**config.mk**
```make
export PLATFORM = sky130hd
export DESIGN_NAME = pe_mac_tile
export DESIGN_NICKNAME = d
export VERILOG_FILES = /design/src/rtl/pe_mac_tile.sv
export SDC_FILE = /design/constraint.sdc
export NUM_CORES = 1
export LEC_CHECK = 0
export ABC_AREA = 1
export CAP_MARGIN = 20
export CORE_MARGIN = 2
export CORE_UTILIZATION = 49
export DETAILED_ROUTE_END_ITERATION = 8
export PLACE_DENSITY_LB_ADDON = 0.05
export REMOVE_ABC_BUFFERS = 1
export SLEW_MARGIN = 20
export SYNTH_ARGS = -nofsm -noshare
export SYNTH_HDL_FRONTEND = slang
export SYNTH_SLANG_ARGS = --single-unit
```
**constraint.sdc**
```tcl
create_clock -name clk -period 8.3 [get_ports clk]
set_input_delay 1.66 -clock clk [delete_from_list [all_inputs] [get_ports clk]]
set_output_delay 1.66 -clock clk [all_outputs]
set_load 0.005 [all_outputs]
```
**src/rtl/pe_mac_tile.sv**
```systemverilog
// Output-stationary systolic PE: forwards A east and B south, MACs on
// valid operand pairs, commits a result per tile and drains it south.
// Ports: clk/rst_n/en, signed_mode, sat_en, a_*/b_* operand streams
// and their registered forwards, drain_load/drain_shift, c_* drain
// chain in/out, res_overrun sticky flag.
module pe_mac_tile #(
  parameter int DATA_WIDTH = 8,
  parameter int ACC_WIDTH  = 32
) (
  input  logic                  clk,
  input  logic                  rst_n,
  input  logic                  en,
  input  logic                  signed_mode,
  input  logic                  sat_en,
  input  logic [DATA_WIDTH-1:0] a_in,
  input  logic [DATA_WIDTH-1:0] b_in,
  input  logic                  a_valid_in,
  input  logic                  b_valid_in,
  input  logic                  a_last_in,
  output logic [DATA_WIDTH-1:0] a_out,
  output logic [DATA_WIDTH-1:0] b_out,
  output logic                  a_valid_out,
  output logic                  b_valid_out,
  output logic                  a_last_out,
  input  logic                  drain_load,
  input  logic                  drain_shift,
  input  logic [ACC_WIDTH-1:0]  c_in,
  input  logic                  c_valid_in,
  input  logic                  c_ovf_in,
  output logic [ACC_WIDTH-1:0]  c_out,
  output logic                  c_valid_out,
  output logic                  c_ovf_out,
  output logic                  res_overrun
);

  localparam int PW = 2 * DATA_WIDTH;
  // Two guard bits cover both the unsigned carry and signed range.
  localparam int SW = ACC_WIDTH + 2;

  logic [ACC_WIDTH-1:0] acc;
  logic                 ovf;
  logic                 first;
  logic [ACC_WIDTH-1:0] res;
  logic                 res_ovf;
  logic                 res_valid;

  logic                 fire;
  logic                 commit;
  logic [PW-1:0]        prod_u;
  logic [PW-1:0]        prod_s;
  logic [SW-1:0]        prod_x;
  logic [SW-1:0]        base_x;
  logic [SW-1:0]        sum;
  logic [2:0]           top_s;
  logic                 over_s;
  logic                 over_u;
  logic                 overflow;
  logic [ACC_WIDTH-1:0] sat_val;
  logic [ACC_WIDTH-1:0] acc_next;
  logic                 ovf_next;

  assign fire   = en & a_valid_in & b_valid_in;
  assign commit = fire & a_last_in;

  assign prod_u = a_in * b_in;
  assign prod_s = $signed(a_in) * $signed(b_in);

  always_comb begin
    prod_x = {{(SW-PW){1'b0}}, prod_u};
    if (signed_mode)
      prod_x = {{(SW-PW){prod_s[PW-1]}}, prod_s};
  end

  always_comb begin
    base_x = '0;
    if (!first) begin
      if (signed_mode)
        base_x = {{2{acc[ACC_WIDTH-1]}}, acc};
      else
        base_x = {2'b00, acc};
    end
  end

  assign sum = base_x + prod_x;

  // In range for signed iff the guard bits match the result MSB.
  assign top_s  = sum[SW-1:ACC_WIDTH-1];
  assign over_s = (top_s != 3'b000) && (top_s != 3'b111);
  // Unsigned sums are never negative, so only a carry can overflow.
  assign over_u = |sum[SW-1:ACC_WIDTH];
  assign overflow = signed_mode ? over_s : over_u;

  always_comb begin
    sat_val = '1;
    if (signed_mode) begin
      if (sum[SW-1])
        sat_val = {1'b1, {(ACC_WIDTH-1){1'b0}}};
      else
        sat_val = {1'b0, {(ACC_WIDTH-1){1'b1}}};
    end
  end

  assign acc_next = (overflow && sat_en) ? sat_val
                                         : sum[ACC_WIDTH-1:0];
  assign ovf_next = (~first & ovf) | overflow;

  always_ff @(posedge clk or negedge rst_n) begin
    if (!rst_n) begin
      a_out       <= '0;
      b_out       <= '0;
      a_valid_out <= 1'b0;
      b_valid_out <= 1'b0;
      a_last_out  <= 1'b0;
    end else if (en) begin
      a_out       <= a_in;
      b_out       <= b_in;
      a_valid_out <= a_valid_in;
      b_valid_out <= b_valid_in;
      a_last_out  <= a_last_in;
    end
  end

  always_ff @(posedge clk or negedge rst_n) begin
    if (!rst_n) begin
      acc   <= '0;
      ovf   <= 1'b0;
      first <= 1'b1;
    end else if (fire) begin
      acc   <= acc_next;
      ovf   <= ovf_next;
      first <= a_last_in;
    end
  end

  // A commit on the same edge as a load wins res_valid: the load
  // took the old result, the new one is now waiting.
  always_ff @(posedge clk or negedge rst_n) begin
    if (!rst_n) begin
      res         <= '0;
      res_ovf     <= 1'b0;
      res_valid   <= 1'b0;
      res_overrun <= 1'b0;
    end else if (en) begin
      if (commit) begin
        res       <= acc_next;
        res_ovf   <= ovf_next;
        res_valid <= 1'b1;
        if (res_valid && !drain_load)
          res_overrun <= 1'b1;
      end else if (drain_load) begin
        res_valid <= 1'b0;
      end
    end
  end

  always_ff @(posedge clk or negedge rst_n) begin
    if (!rst_n) begin
      c_out       <= '0;
      c_valid_out <= 1'b0;
      c_ovf_out   <= 1'b0;
    end else if (en) begin
      if (drain_load) begin
        c_out       <= res;
        c_valid_out <= res_valid;
        c_ovf_out   <= res_ovf;
      end else if (drain_shift) begin
        c_out       <= c_in;
        c_valid_out <= c_valid_in;
        c_ovf_out   <= c_ovf_in;
      end
    end
  end

endmodule

```
# Word-level counts from Yosys, hierarchy flattened
# Index checks and enable logic that the tools add are counted.
dict set report word_totals {
  regBits 122
  inputBits 60
  word_cells 52
}
dict set report classes {
  addsub 1
  mul 2
  eq_ne 1
  n_mux 15
  bitwise 6
  reduce_logical 12
}
# cell count
set ops {}
lappend ops {{2-to-1 mux 32 bit} 5}
lappend ops {{2-to-1 mux 34 bit} 3}
lappend ops {{adder 34 bit} 1}
lappend ops {{multiplier 8 x 8 -> 16 bit} 2}
lappend ops {{2-to-1 mux 1 bit} 7}
lappend ops {{AND reduction 2 bit} 3}
lappend ops {{AND 1 bit} 4}
lappend ops {{nonzero test 2 bit} 2}
lappend ops {{logical AND 1 bit} 3}
lappend ops {{inequality test 3 bit (second input constant)} 1}
lappend ops {{AND reduction 3 bit} 1}
lappend ops {{nonzero test 3 bit} 1}
lappend ops {{OR reduction 2 bit} 1}
lappend ops {{zero test 1 bit} 1}
lappend ops {{NOT 1 bit} 1}
lappend ops {{bitwise OR 1 bit} 1}

# Longest topological paths before layout
dict set report depth {
  word_depth 8
  depth_mapped 43
  mapped_depth_nobuf 41
}

# Worst setup path before layout
# No wires, ideal clock.
dict set report synth_timing {
  path_type {input port to flip-flop}
  from {input b_in[7]}
  to {register acc[0]}
  setup_time_ns 0.117
  arrival_ns 7.987
  t_required_ns 8.183
  slack_ns 0.196
  path_stages 38
  path_buffers 2
  cell_sequence {clkbuf_1 inv_1 or2_2 fa_1 fa_1 inv_1 fa_1 inv_1 fa_1 inv_1 ha_1 nand2_1 o21ai_0 a21oi_1 o21ai_0 nand2_1 inv_1 o21ai_0 [... 2 more ...] nand2_1 nor2_1 ha_1 nand2_1 inv_1 a21oi_1 nand2_1 a21oi_1 nand2_1 nand2_1 nand3_2 inv_1 nand3_4 nand4_2 buf_6 nand2_2 nand2_1 nand2_1}
}
dict set report synth_between {
  elab_chain_cells 8
  word_cells_on_any_way 13
  cone_classes {1 x add/sub; 2 x mul; 1 x eq/ne; 5 x mux; 4 x reduce/logical}
}
# element line_no
set synth_rtl {}
lappend synth_rtl {{from (decl)} 16} ;# input logic [DATA_WIDTH-1:0] b_in,
lappend synth_rtl {{multiplier 8 x 8 -> 16 bit, on equally long branches} {65, 66}}
lappend synth_rtl {{2-to-1 mux 34 bit (*)} 70} ;# if (signed_mode)
lappend synth_rtl {{adder 34 bit (*)} 84} ;# assign sum = base_x + prod_x;
lappend synth_rtl {{inequality test 3 bit or nonzero test 3 bit (tied branches)} 88} ;# assign over_s = (top_s != 3'b000) && (top_s != 3'b111);
lappend synth_rtl {{logical AND 1 bit} 88}
lappend synth_rtl {{2-to-1 mux 1 bit} 91} ;# assign overflow = signed_mode ? over_s : over_u;
lappend synth_rtl {{logical AND 1 bit} 103} ;# assign acc_next = (overflow && sat_en) ? sat_val
lappend synth_rtl {{2-to-1 mux 32 bit (*)} 103}
lappend synth_rtl {{to (signal assigned)} 129} ;# acc <= acc_next;
lappend synth_rtl {{to (decl)} 40} ;# logic [ACC_WIDTH-1:0] acc;
# Mark *: on every way between the ends. The rest lies on a longest branch, timed or not.
# A chain may end at the register's enable or synchronous reset.

# Worst setup path after layout
dict set report layout_timing {
  from {input a_in[3]}
  to {register res[6]}
}
dict set report layout_between {
  elab_chain_cells 8
  word_cells_on_any_way 13
  cone_classes {1 x add/sub; 2 x mul; 1 x eq/ne; 5 x mux; 4 x reduce/logical}
}
# element line_no
set layout_rtl {}
lappend layout_rtl {{from (decl)} 15} ;# input logic [DATA_WIDTH-1:0] a_in,
lappend layout_rtl {{multiplier 8 x 8 -> 16 bit, on equally long branches} {65, 66}}
lappend layout_rtl {{2-to-1 mux 34 bit (*)} 70}
lappend layout_rtl {{adder 34 bit (*)} 84}
lappend layout_rtl {{inequality test 3 bit or nonzero test 3 bit (tied branches)} 88}
lappend layout_rtl {{logical AND 1 bit} 88}
lappend layout_rtl {{2-to-1 mux 1 bit} 91}
lappend layout_rtl {{logical AND 1 bit} 103}
lappend layout_rtl {{2-to-1 mux 32 bit (*)} 103}
lappend layout_rtl {{to (signal assigned)} 145} ;# res <= acc_next;
lappend layout_rtl {{to (decl)} 43} ;# logic [ACC_WIDTH-1:0] res;
# Marked as above.

==> impl_metrics.tcl <==
set metrics [dict create \
    status "completed" \
    wl_per_cell_um 14.2 \
    syn_area_per_cell_um2 7.20 \
    yosysUniqueCellTypes 42 \
    worst_setup_path_start_kind "input port" \
    die_area_um2 25600 \
    ys_ff_latch 122 \
    final_util_pct 64.5 \
    synthCells 1656 \
    cts_max_level 4 \
    r2r_start "first" \
    insertion_delay_ns 0.43 \
    cts_hold_buffers 0 \
    dpl_cell_area_um2 14500 \
    start_util_pct 49.5 \
    min_from "res_overrun" \
    yosysWarnings 0 \
    synth_top_area_share_pct 25.4 \
    cts_tree "done" \
    path_max_fanout 8 \
    grt_setup_unrepaired "no" \
    synthFlopType "dfrtp_1" \
    numCtsBuffers 17 \
    synth_edf_count 0 \
    numPortBuffers 113 \
    final_layout_size_suffix_gt1_share_pct 17.8 \
    cpMostUsedCell "nand2_1" \
    gp_congestion 0.891 \
    area_growth_pct 30.5 \
    root_buffer "clkbuf_16" \
    syn_area_um2 11900 \
    vias 10900 \
    drcViolationCount 0 \
    fp.dieH_um 160 \
    maxSlewViolCount 0 \
    cts.sinks 122 \
    grt_overflow_total 0 \
    grtUsageTotal_pct 25.2 \
    async_flop_share_pct 100 \
    slowest_delay_ns 0.49 \
    core.rowCount 57 \
    antenna_found_initial 0 \
    hpwl_um 23600 \
    first_pass_iters 5 \
    end_kind "flip-flop" \
    critPathLaunch "a_in[3]" \
    drv_cap 0 \
    vdd_drop_max_mv 0.263 \
    diodes 0 \
    drt-initial-drc-count 632 \
    post-route-min-period_ns 7.97 \
    p_per_area_nw_per_um2 424 \
    p_leak_nw 8.63 \
    finalCritPeriodShare_pct 96.1 \
    r2r_setup_slack_ns 4.63 \
    detail-route-antenna-nets 0 \
    core_um2 24100 \
    critical_path_arrival_ns 8.27 \
    clk_pin_slew_ns 0.06 \
    max_slew.worst_pin.slew_ns 0.759 \
    yosysMostFrequentCell "nand2_1" \
    synth_commonest_cells "nand2_1, inv_1, nor2_1" \
    critPathSlowestCell "fa_1" \
    fin_nets 2136 \
    maxSlewHeadroom_pct 49.4 \
    yosys.area.top_type "dfrtp_1" \
    min_path_type "reg -> reg" \
    path_class "in -> reg" \
    skew_ns 0.0171 \
    placedCellCount 2195 \
    grt_max_degree 64 \
    io-pin-count 114 \
    finalInstanceArea_um2 15600 \
    die_x_um 160 \
    total_power_mw 6.60 \
    finalHoldViolations 0 \
    vias_per_cell 4.88 \
    cp_num_buf_inv 9 \
    grt_pass1_vias 10800 \
    fmax_mhz 125 \
    synthTopCellsByArea "dfrtp_1, nand2_1, fa_1, ha_1, inv_1" \
    routed_wl_um 31600 \
    holdWs_ns 0.466 \
    clockBufferDepth 2 \
    cpLargestDelayFamily "adder cells" \
    grt_first_pass_wirelength_um 52400 \
    instances_no_fill 2235 \
    setup_viol 0 \
    ys_seq_area_share_pct 25.6 \
    required_ns 8.60 \
]
==> kinds of logic (layout without fill, tap and decap cells) <==
kind of cell	Yosys count	in the layout	share of synthesized area, %
AO/OA/AOI/OAI	150	150	7.08
XOR/XNOR	39	39	2.87
adder cells (fa/ha/maj)	177	177	24.0
buffers and inverters	365	620	11.9
flip-flops	122	122	25.6
multiplexers	18	18	1.70
AND/OR/NAND/NOR	785	785	26.9
==> cell type report <==
class	count	area, um^2
Clock buffer	18	439
Clock inverter	13	95.1
Fill cell	2216	8550
Inverter	307	1150
Multi-Input combinational cell	1169	7860
Sequential cell	122	3050
Tap cell	324	405
Timing Repair Buffer	282	2550
==> worst register-to-register path, cell delays in order (launching register included) <==
cell       delay [ns]
dfstp_2          0.99
nor2_1           0.13
ha_1             0.29
fa_1             0.42
nand2_1          0.09
nand2_1          0.08
nand3_1          0.11
nand3_2          0.10
nand2_1          0.10
nand2_2          0.08
nand2_1          0.12
nand2_1          0.08
nand2_1          0.06
nand2_1          0.08
nand3_4          0.14
nand3_4          0.18
clkbuf_16        0.23
nand2_1          0.07
nand2_2          0.06
nand2_1          0.06
nand2_1          0.08
==> power breakdown <==
| group | total, mW | leakage, nW | switching (mW) | internal, mW |
|---|---|---|---|---|
| sequential | 0.918 | 1.48 | 0.123 | 0.795 |
| clock | 0.705 | 0.259 | 0.315 | 0.390 |
| combinational | 4.98 | 6.90 | 2.69 | 2.29 |
==> flip-flops by register name, summed over array words and instances (netlist names) <==
signal,count
acc,32
c_out,32
res,32
a_out,8
b_out,8
a_last_out,1
a_valid_out,1
b_valid_out,1
c_ovf_out,1
c_valid_out,1
first,1
ovf,1
res_overrun,1
res_ovf,1
res_valid,1
==> through the flow <==
step | TNS, ns | worst slack (ns)
floorplan | 0 | 0.116
global placement | -35.01 | -0.560
detailed placement | -36.73 | -0.587
CTS | 0 | 0.00773
global route | 0 | 0.0116
finish | 0 | 0.326
==> worst paths after layout <==
| path | to | depth (start not counted) |
|---|---|---|
| worst max register to register | res[6] | 20 |
| min in group asynchronous | a_out[1] | 1 |
| max in group asynchronous | acc[14] | 2 |
| worst max-delay path | res[6] | 38 |
| worst min-delay path | res_overrun | 1 |
| worst min register to register | res_overrun | 1 |
==> timing repair <==
| action | in CTS | in global routing |
|---|---|---|
| gates cloned | 0 | 5 |
| pin swaps | 0 | 18 |
| endpoints found under the setup margin | 64 | 66 |
| buffers inserted | 1 | 3 |
| resized for setup | 7 | 89 |
==> per-layer routing <==
layer	track usage, %	vias up	part of all wire (%)
met3	2.99	22	4.2
li1	-	5511	-
met5	0	-	0
met1	35.5	5172	48
met4	4.79	0	0.93
met2	42.4	201	47
==> placed cells by master, fill, tap and decap left out, types with 11 or more instances in the layout <==
cell	synthesis	final
nand2_1	566	551
inv_1	302	300
buf_4	2	159
nor2_1	127	121
dfrtp_1	121	121
clkdlybuf4s50_1	0	98
fa_1	86	86
ha_1	91	70
a21oi_1	61	44
nand2_2	29	44
a31oi_1	39	39
o21ai_0	34	28
nand3_1	30	27
xor2_1	22	22
clkbuf_16	0	21
ha_4	0	19
mux2_2	18	18
xnor2_1	17	17
a21oi_2	0	17
dlymetal6s2s_1	0	11
(Power assumes the default switching activity.)
